## src/rtl/demux_2_output_2bit_reg.sv

```systemverilog
// Registered 1-to-2 demultiplexer: routes one valid/ready source stream into two
// one-entry output registers, chosen by S or by an alternating toggle.
module demux_2_output_2bit_reg #(
   parameter int DATA_W = 2,
   parameter int CNT_W  = 4
) (
   input  logic              CLK,
   input  logic              RST,
   input  logic [DATA_W-1:0] In_data,
   input  logic              In_valid,
   output logic              In_ready,
   input  logic              S,
   input  logic              Mode,
   output logic [DATA_W-1:0] Out_1,
   output logic              Out_1_valid,
   input  logic              Out_1_ready,
   output logic [DATA_W-1:0] Out_2,
   output logic              Out_2_valid,
   input  logic              Out_2_ready,
   output logic [CNT_W-1:0]  Count_1,
   output logic [CNT_W-1:0]  Count_2,
   output logic              Toggle_state
);

   localparam logic [CNT_W-1:0] CNT_ONE = {{(CNT_W-1){1'b0}}, 1'b1};

   logic [DATA_W-1:0] out1_q, out1_d;
   logic [DATA_W-1:0] out2_q, out2_d;
   logic              out1_valid_q, out1_valid_d;
   logic              out2_valid_q, out2_valid_d;
   logic [CNT_W-1:0]  cnt1_q, cnt1_d;
   logic [CNT_W-1:0]  cnt2_q, cnt2_d;
   logic              toggle_q, toggle_d;

   logic target_s;
   logic free1_s;
   logic free2_s;
   logic in_ready_s;
   logic accept_s;
   logic acc1_s;
   logic acc2_s;

   // A slot can take a word when it is empty or is being drained this cycle.
   function automatic logic slot_free(input logic valid, input logic ready);
      return (~valid) | ready;
   endfunction

   // Route selection and acceptance; In_ready never looks at In_valid.
   always_comb begin
      target_s   = Mode ? toggle_q : S;
      free1_s    = slot_free(out1_valid_q, Out_1_ready);
      free2_s    = slot_free(out2_valid_q, Out_2_ready);
      in_ready_s = target_s ? free2_s : free1_s;
      accept_s   = In_valid & in_ready_s;
      acc1_s     = accept_s & ~target_s;
      acc2_s     = accept_s & target_s;
   end

   // Slot 1 next state: refill wins over drain; a drain keeps the stale data.
   always_comb begin
      out1_d       = out1_q;
      out1_valid_d = out1_valid_q;
      cnt1_d       = cnt1_q;
      if (acc1_s) begin
         out1_d       = In_data;
         out1_valid_d = 1'b1;
         cnt1_d       = cnt1_q + CNT_ONE;
      end else if (out1_valid_q & Out_1_ready) begin
         out1_valid_d = 1'b0;
      end else begin
         out1_valid_d = out1_valid_q;
      end
   end

   // Slot 2 next state, same rules as slot 1.
   always_comb begin
      out2_d       = out2_q;
      out2_valid_d = out2_valid_q;
      cnt2_d       = cnt2_q;
      if (acc2_s) begin
         out2_d       = In_data;
         out2_valid_d = 1'b1;
         cnt2_d       = cnt2_q + CNT_ONE;
      end else if (out2_valid_q & Out_2_ready) begin
         out2_valid_d = 1'b0;
      end else begin
         out2_valid_d = out2_valid_q;
      end
   end

   // The toggle only advances on an accepted word in alternating mode, so a
   // blocked target never lets the stream skip to the other slot.
   always_comb begin
      toggle_d = toggle_q;
      if (Mode & accept_s) begin
         toggle_d = ~toggle_q;
      end else begin
         toggle_d = toggle_q;
      end
   end

   // State registers with asynchronous clear.
   always_ff @(posedge CLK or posedge RST) begin
      if (RST) begin
         out1_q       <= {DATA_W{1'b0}};
         out2_q       <= {DATA_W{1'b0}};
         out1_valid_q <= 1'b0;
         out2_valid_q <= 1'b0;
         cnt1_q       <= {CNT_W{1'b0}};
         cnt2_q       <= {CNT_W{1'b0}};
         toggle_q     <= 1'b0;
      end else begin
         out1_q       <= out1_d;
         out2_q       <= out2_d;
         out1_valid_q <= out1_valid_d;
         out2_valid_q <= out2_valid_d;
         cnt1_q       <= cnt1_d;
         cnt2_q       <= cnt2_d;
         toggle_q     <= toggle_d;
      end
   end

   assign In_ready     = in_ready_s;
   assign Out_1        = out1_q;
   assign Out_1_valid  = out1_valid_q;
   assign Out_2        = out2_q;
   assign Out_2_valid  = out2_valid_q;
   assign Count_1      = cnt1_q;
   assign Count_2      = cnt2_q;
   assign Toggle_state = toggle_q;

endmodule

```

## config.mk

```make
export PLATFORM = sky130hd
export DESIGN_NAME = demux_2_output_2bit_reg
export DESIGN_NICKNAME = d
export VERILOG_FILES = /design/src/rtl/demux_2_output_2bit_reg.sv
export SDC_FILE = /design/constraint.sdc
export NUM_CORES = 1
export LEC_CHECK = 0
export CAP_MARGIN = 5
export CORE_MARGIN = 5
export CORE_UTILIZATION = 40
export CTS_BUF_LIST = sky130_fd_sc_hd__clkbuf_4 sky130_fd_sc_hd__clkbuf_8
export DETAILED_ROUTE_END_ITERATION = 6
export PLACE_DENSITY = 0.84
export SYNTH_ARGS = -nofsm -noshare
export SYNTH_HDL_FRONTEND = slang
export SYNTH_SLANG_ARGS = --single-unit
```

## constraint.sdc

```tcl
create_clock -name CLK -period 1.35 [get_ports CLK]
set_input_delay 0.3375 -clock CLK [delete_from_list [all_inputs] [get_ports CLK]]
set_output_delay 0.3375 -clock CLK [all_outputs]
set_load 0.005 [all_outputs]
```

==> results.yml, run 1 <==
die:
  die_area_um2: 2662
  start_util_pct: 40.96
  die_x_um: 51.59
  fp.coreArea_um2: 1689
  io_pins: 25
  row_count: 15
  die_h_um: 51.59
pwr:
  power_density_nw_per_um2: 1803
  p_leak_nw: 0.5956
  vdd.ir_drop.worst_v: 0.0009485
  total_power_mw: 2.125
flow_run:
  cap_violations: 0
routing:
  initialDrtViolationCount: 1
  firstDrtPassIters: 2
  ant_nets: 0
  post-route-drc-count: 0
  routed_wl_um: 1555
  wl_per_cell_um: 13.29
  dr_total_vias: 554
  vias_per_cell: 4.735
sta:
  finalWorstSetupSlack_ns: -0.2225
  finClkSkew_ns: 0.01059
  slew_headroom_pct: 79.90
  grt_setup_unrepaired: "yes"
  finalMaxSlewViolations: 0
  fin_crit_ns: 1.573
  whs_ns: 0.3529
  min_period_over_period_pct: 116.5
  finalSetupViolCount: 5
  worst_pin_slew_ns: 0.3006
  fmax_mhz: 635.9
  finalHoldViolations: 0
final_layout:
  antenna_cells: 0
  nets: 112
  drive_gt1_share_pct: 42.00
  final_area_um2: 1179
  layout_common_cells: "buf_4, dlygate4sd2_1, dfrtp_1"
  layout_commonest_cell: "buf_4"
  areaGrowthSynthToFinish_pct: 70.34
  fillers: 136
clocking:
  clock_latency_ns: 0.28
  root_buffer: "clkbuf_4"
  h-tree-depth: 1
  cts_buffer_depth: 2
  cts_tree: "done"
  cts-buffers-inserted: 3
  ctsHoldBuffers: 0
  clkSinkCount: 15
  clk_pin_slew_ns: 0.10
worst_setup_path:
  crit_path_start: "Toggle_state"
  cp_max_fo: 4
  worstReg2RegStart: "Toggle_state"
  worstPathBufferInverterCount: 1
  r2r_slack_ns: -0.15
  critical_path_required_ns: 1.01
  crit_chain: "mux2_4, nor2_4, nor2_1, buf_2"
  path_delay_family: "flip-flops"
  critPathMaxStageDelay_ns: 0.42
  worstPathArrival_ns: 1.24
  critPathLaunchType: "flop"
  crit_type: "flop to output pin"
  critical_path.slowest_cell: "dfrtp_1"
  end_kind: "output pin"
placement:
  place_area_um2: 1031
  io_buffer_count: 24
  gp_congestion: 0.7174
  dp_hpwl_um: 1117
global_routing:
  grt_overflow_total: 0
  grtUsageMet3_pct: 2.292
  grt_usage_pct: 14.21
  met2_usage_pct: 23.31
  antenna_found_initial: 0
  busiest_layer: "met2"
  grt_pass1_wl_um: 2746
  use_met1_pct: 18.25
  grt_pass1_vias: 584
  grt_max_degree: 16
status:
  outcome: "finished, violations left"
  violations: "negative setup slack"
synth:
  synth_top_area_share_pct: 54.25
  synth_area_leader_cell: "dfrtp_1"
  avgSynthCellArea_um2: 13.84
  syn_nets: 61
  netlist_top_cells_area: "dfrtp_1, mux2_4, xnor2_1, nand3_4, ha_1"
  yosysSeqAreaShare_pct: 54.25
  netlist_instances: 50
  yosys_warnings: 0
  synth_area_um2: 691.9
  synth_seq_cells: 15
  synth.distinct_cells: 16
hold_path:
  min_path_type: "input port to asynchronous set/reset pin"
path summary, 6_finish.rpt:
check / to / cells after the start
worst max-delay path: In_ready / 4
worst min-delay path: Out_2[1] / 3
worst max register to register: Count_2[1] / 5
worst min register to register: Out_2[0] / 1
max in group asynchronous: Out_1_valid / 3
min in group CLK: Out_2[0] / 1
report_power, final:
| part | internal (mW) | switching, mW | leakage [nW] |
|---|---|---|---|
| Clock | 0.110 | 0.144 | 0.0177 |
| Combinational | 0.734 | 0.406 | 0.400 |
| Sequential | 0.637 | 0.0941 | 0.178 |
per-layer routing:
metal | part of all wire (%) | vias up | routed length [um]
met2 | 49 | 18 | 763
met4 | 1.0 | 0 | 16
met5 | 0 | - | 0
met3 | 6.6 | 2 | 103
met1 | 43 | 256 | 672
li1 | - | 278 | -
layout make-up:
cell class,count,area (um2),area share [%]
well taps,17,21.27,1.805
multi-input cells,33,345.3,29.30
clock buffers,3,22.52,1.911
repair buffers,47,405.4,34.39
inverters,1,3.754,0.3185
flip-flops and latches,15,375.4,31.85
clock inverters,1,5.005,0.4246
logic make-up (layout without fill, tap and decap cells):
logic type               after synthesis  in the layout  share of synthesized area (%)
buffers and inverters                  2             52                          1.265
adder cells (fa/ha/maj)                2              2                          3.616
XOR/XNOR                               6              6                          7.595
flip-flops                            15             15                          54.25
multiplexers                           8              8                          16.09
AND/OR/NAND/NOR                       15             15                          15.01
AO/OA/AOI/OAI                          2              2                          2.171
worst min-delay path: cells and delay by family:
| family | cells | cell delay [ns] |
|---|---|---|
| buffers and inverters | 3 | 0.66 |
flip-flops by register name, indices dropped and copies added, names as in the netlist:
| name | cells |
|---|---|
| Out_2_valid | 1 |
| Out_1_valid | 1 |
| Count_2 | 4 |
| Out_2 | 2 |
| Count_1 | 4 |
| Toggle_state | 1 |
| Out_1 | 2 |
cells in the mapped netlist:
| cell | n |
|---|---|
| mux2_4 | 5 |
| nand2_1 | 2 |
| nand2b_1 | 2 |
| dfrtp_1 | 15 |
| inv_1 | 1 |
| a41oi_1 | 1 |
| nand3_4 | 2 |
| ha_1 | 2 |
| mux2i_2 | 1 |
| buf_2 | 1 |
| xnor2_1 | 6 |
| and3_1 | 2 |
| nor2_1 | 3 |
| mux2_2 | 2 |
| a31oi_1 | 1 |
| nand4_1 | 4 |
what timing repair did:
action	4_1_cts	5_1_grt
pin swaps	2	0
buffers inserted	11	3
resized for setup	29	5
hold endpoints to repair	0	0
endpoints found under the setup margin	30	10
cloned	0	0
per-stage QoR:
stage / utilization [%] / worst slack [ns] / TNS, ns / instances
final: 69.78 / -0.2225 / -0.7144 / 117
after global routing: 69.78 / -0.3051 / -1.206 / 117
after CTS: 68.15 / -0.2230 / -0.5894 / 116
after detailed placement: 61.04 / -0.8411 / -7.320 / 101
after global placement: 61.04 / -0.7639 / -6.561 / 101
after floorplan: - / 0.08700 / 0 / 50
Power figures use the tool's default switching activity.
==> inputs of run 2 (changes only) <==
PLACE_DENSITY = 0.81   (was 0.84)
clock period = 1.6 ns   (was 1.35 ns; I/O delays follow)
==> run 2 against run 1 <==
Net effect: the flow still finishes with violations (negative setup slack); die area is the same; clock skew shrank 0.0062 ns; setup slack gained 0.17 ns.
==> results.yml, run 2 (synthesis gave the netlist of run 1 again) <==
status:
  outcome: "finished, violations left"
  violations: "negative setup slack"
clocking:
  cts_tree: "done"
  cts-buffers-inserted: 3
  clock_latency_ns: 0.28
  cts_buffer_depth: 2
  clkSinkCount: 15
  clk_pin_slew_ns: 0.09
  root_buffer: "clkbuf_4"
  h-tree-depth: 1
  ctsHoldBuffers: 0
global_routing:
  grt_overflow_total: 0
  antenna_found_initial: 0
  grt_pass1_vias: 569
  grt_pass1_wl_um: 2463
  grt_usage_pct: 12.47
  grt_max_degree: 16
routing:
  wl_per_cell_um: 13.62
  initialDrtViolationCount: 2
  routed_wl_um: 1512
  dr_total_vias: 555
  vias_per_cell: 5.000
  post-route-drc-count: 0
  firstDrtPassIters: 2
  ant_nets: 0
sta:
  fin_crit_ns: 1.648
  finalSetupViolCount: 1
  finalWorstSetupSlack_ns: -0.04835
  min_period_over_period_pct: 103.0
  grt_setup_unrepaired: "yes"
  finalMaxSlewViolations: 0
  fin_setup_tns_ns: -0.04835
  fmax_mhz: 606.7
  finalHoldViolations: 0
  slew_headroom_pct: 83.15
  finClkSkew_ns: 0.004392
  worst_pin_slew_ns: 0.2520
die:
  io_pins: 25
  die_h_um: 51.59
  die_area_um2: 2662
  row_count: 15
  start_util_pct: 40.96
  fp.coreArea_um2: 1689
  die_x_um: 51.59
placement:
  io_buffer_count: 24
  dp_hpwl_um: 1097
  place_ws_ns: -0.7265
  gp_congestion: 0.7775
worst_setup_path:
  critical_path_required_ns: 1.20
  critPathLaunchType: "input port"
  cp_max_fo: 2
  r2r_end: "Out_2[0]"
  worstReg2RegStart: "Toggle_state"
  end_kind: "output pin"
  reg2regPathDepth: 4
  crit_type: "input port to output pin"
  r2r_slack_ns: 0.22
  worstPathArrival_ns: 1.25
pwr:
  total_power_mw: 1.795
  p_leak_nw: 0.5135
  power_density_nw_per_um2: 1618
  vdd.ir_drop.worst_v: 0.0007539
final_layout:
  seqCellArea_um2: 375.4
  multi_input_area_um2: 317.8
  layout_common_cells: "clkdlybuf4s50_1, buf_4, dfrtp_1"
  final_util_pct: 65.70
  areaGrowthSynthToFinish_pct: 60.40
  nets: 106
  fillers: 137
  antenna_cells: 0
  drive_gt1_share_pct: 37.23
  layout_commonest_cell: "clkdlybuf4s50_1"
flow_run:
  cap_violations: 0
hold_path:
  min_path_type: "input port to asynchronous set/reset pin"
run 2: layout make-up:
cell class | count | area share (%)
clock buffer | 4 | 2.706
inverter | 1 | 0.3382
multi-input combinational | 33 | 28.64
sequential | 15 | 33.82
tap | 17 | 1.917
timing repair buffer | 41 | 32.58
run 2: repair_timing:
action | in CTS | in global routing
pin swaps | 2 | 1
setup endpoints to repair | 13 | 4
gates cloned | 0 | 0
gates resized for setup | 11 | 0
setup buffers | 5 | 3
run 2: where the power goes:
group / leakage, nW / total, mW / switching [mW] / internal, mW
registers: 0.178 / 0.627 / 0.0884 / 0.538
logic: 0.317 / 0.939 / 0.308 / 0.630
clock network: 0.0184 / 0.230 / 0.116 / 0.114
run 2: worst max path at each step:
stage          depth (start not counted)        start       end  slack [ns]
6_report                               5  Out_1_ready  In_ready       -0.05
5_1_grt                                5  Out_1_ready  In_ready       -0.09
4_1_cts                                5  Out_2_ready  In_ready       -0.04
3_5_place_dp                           5         Mode  In_ready       -0.73
3_3_place_gp                           5         Mode  In_ready       -0.66
2_1_floorplan                          3         Mode  In_ready        0.31
run 2: critical path, cell delays in order:
cell	delay (ns)
clkdlybuf4s50_1	0.47
nand2b_4	0.13
nor2_2	0.04
nor2_1	0.09
buf_2	0.12
run 2: through the flow:
stage                     hold slack [ns]  std cells  cell area [um2]
final                              0.4078        111             1110
after global routing               0.4506        111             1110
after CTS                          0.4113        108             1087
after detailed placement           0.4664         99             1016
after global placement             0.4605         99             1016
after floorplan                    0.3015         50            691.9
run 2: routing by layer:
layer | share of wire (%) | track usage [%] | vias to the layer above | routed length [um]
met5 | 0 | 0 | - | 0
met4 | 2.1 | 6.550 | 0 | 31
met3 | 6.3 | 2.865 | 4 | 96
met2 | 51 | 21.61 | 18 | 771
met1 | 41 | 14.13 | 265 | 613
li1 | - | - | 268 | -
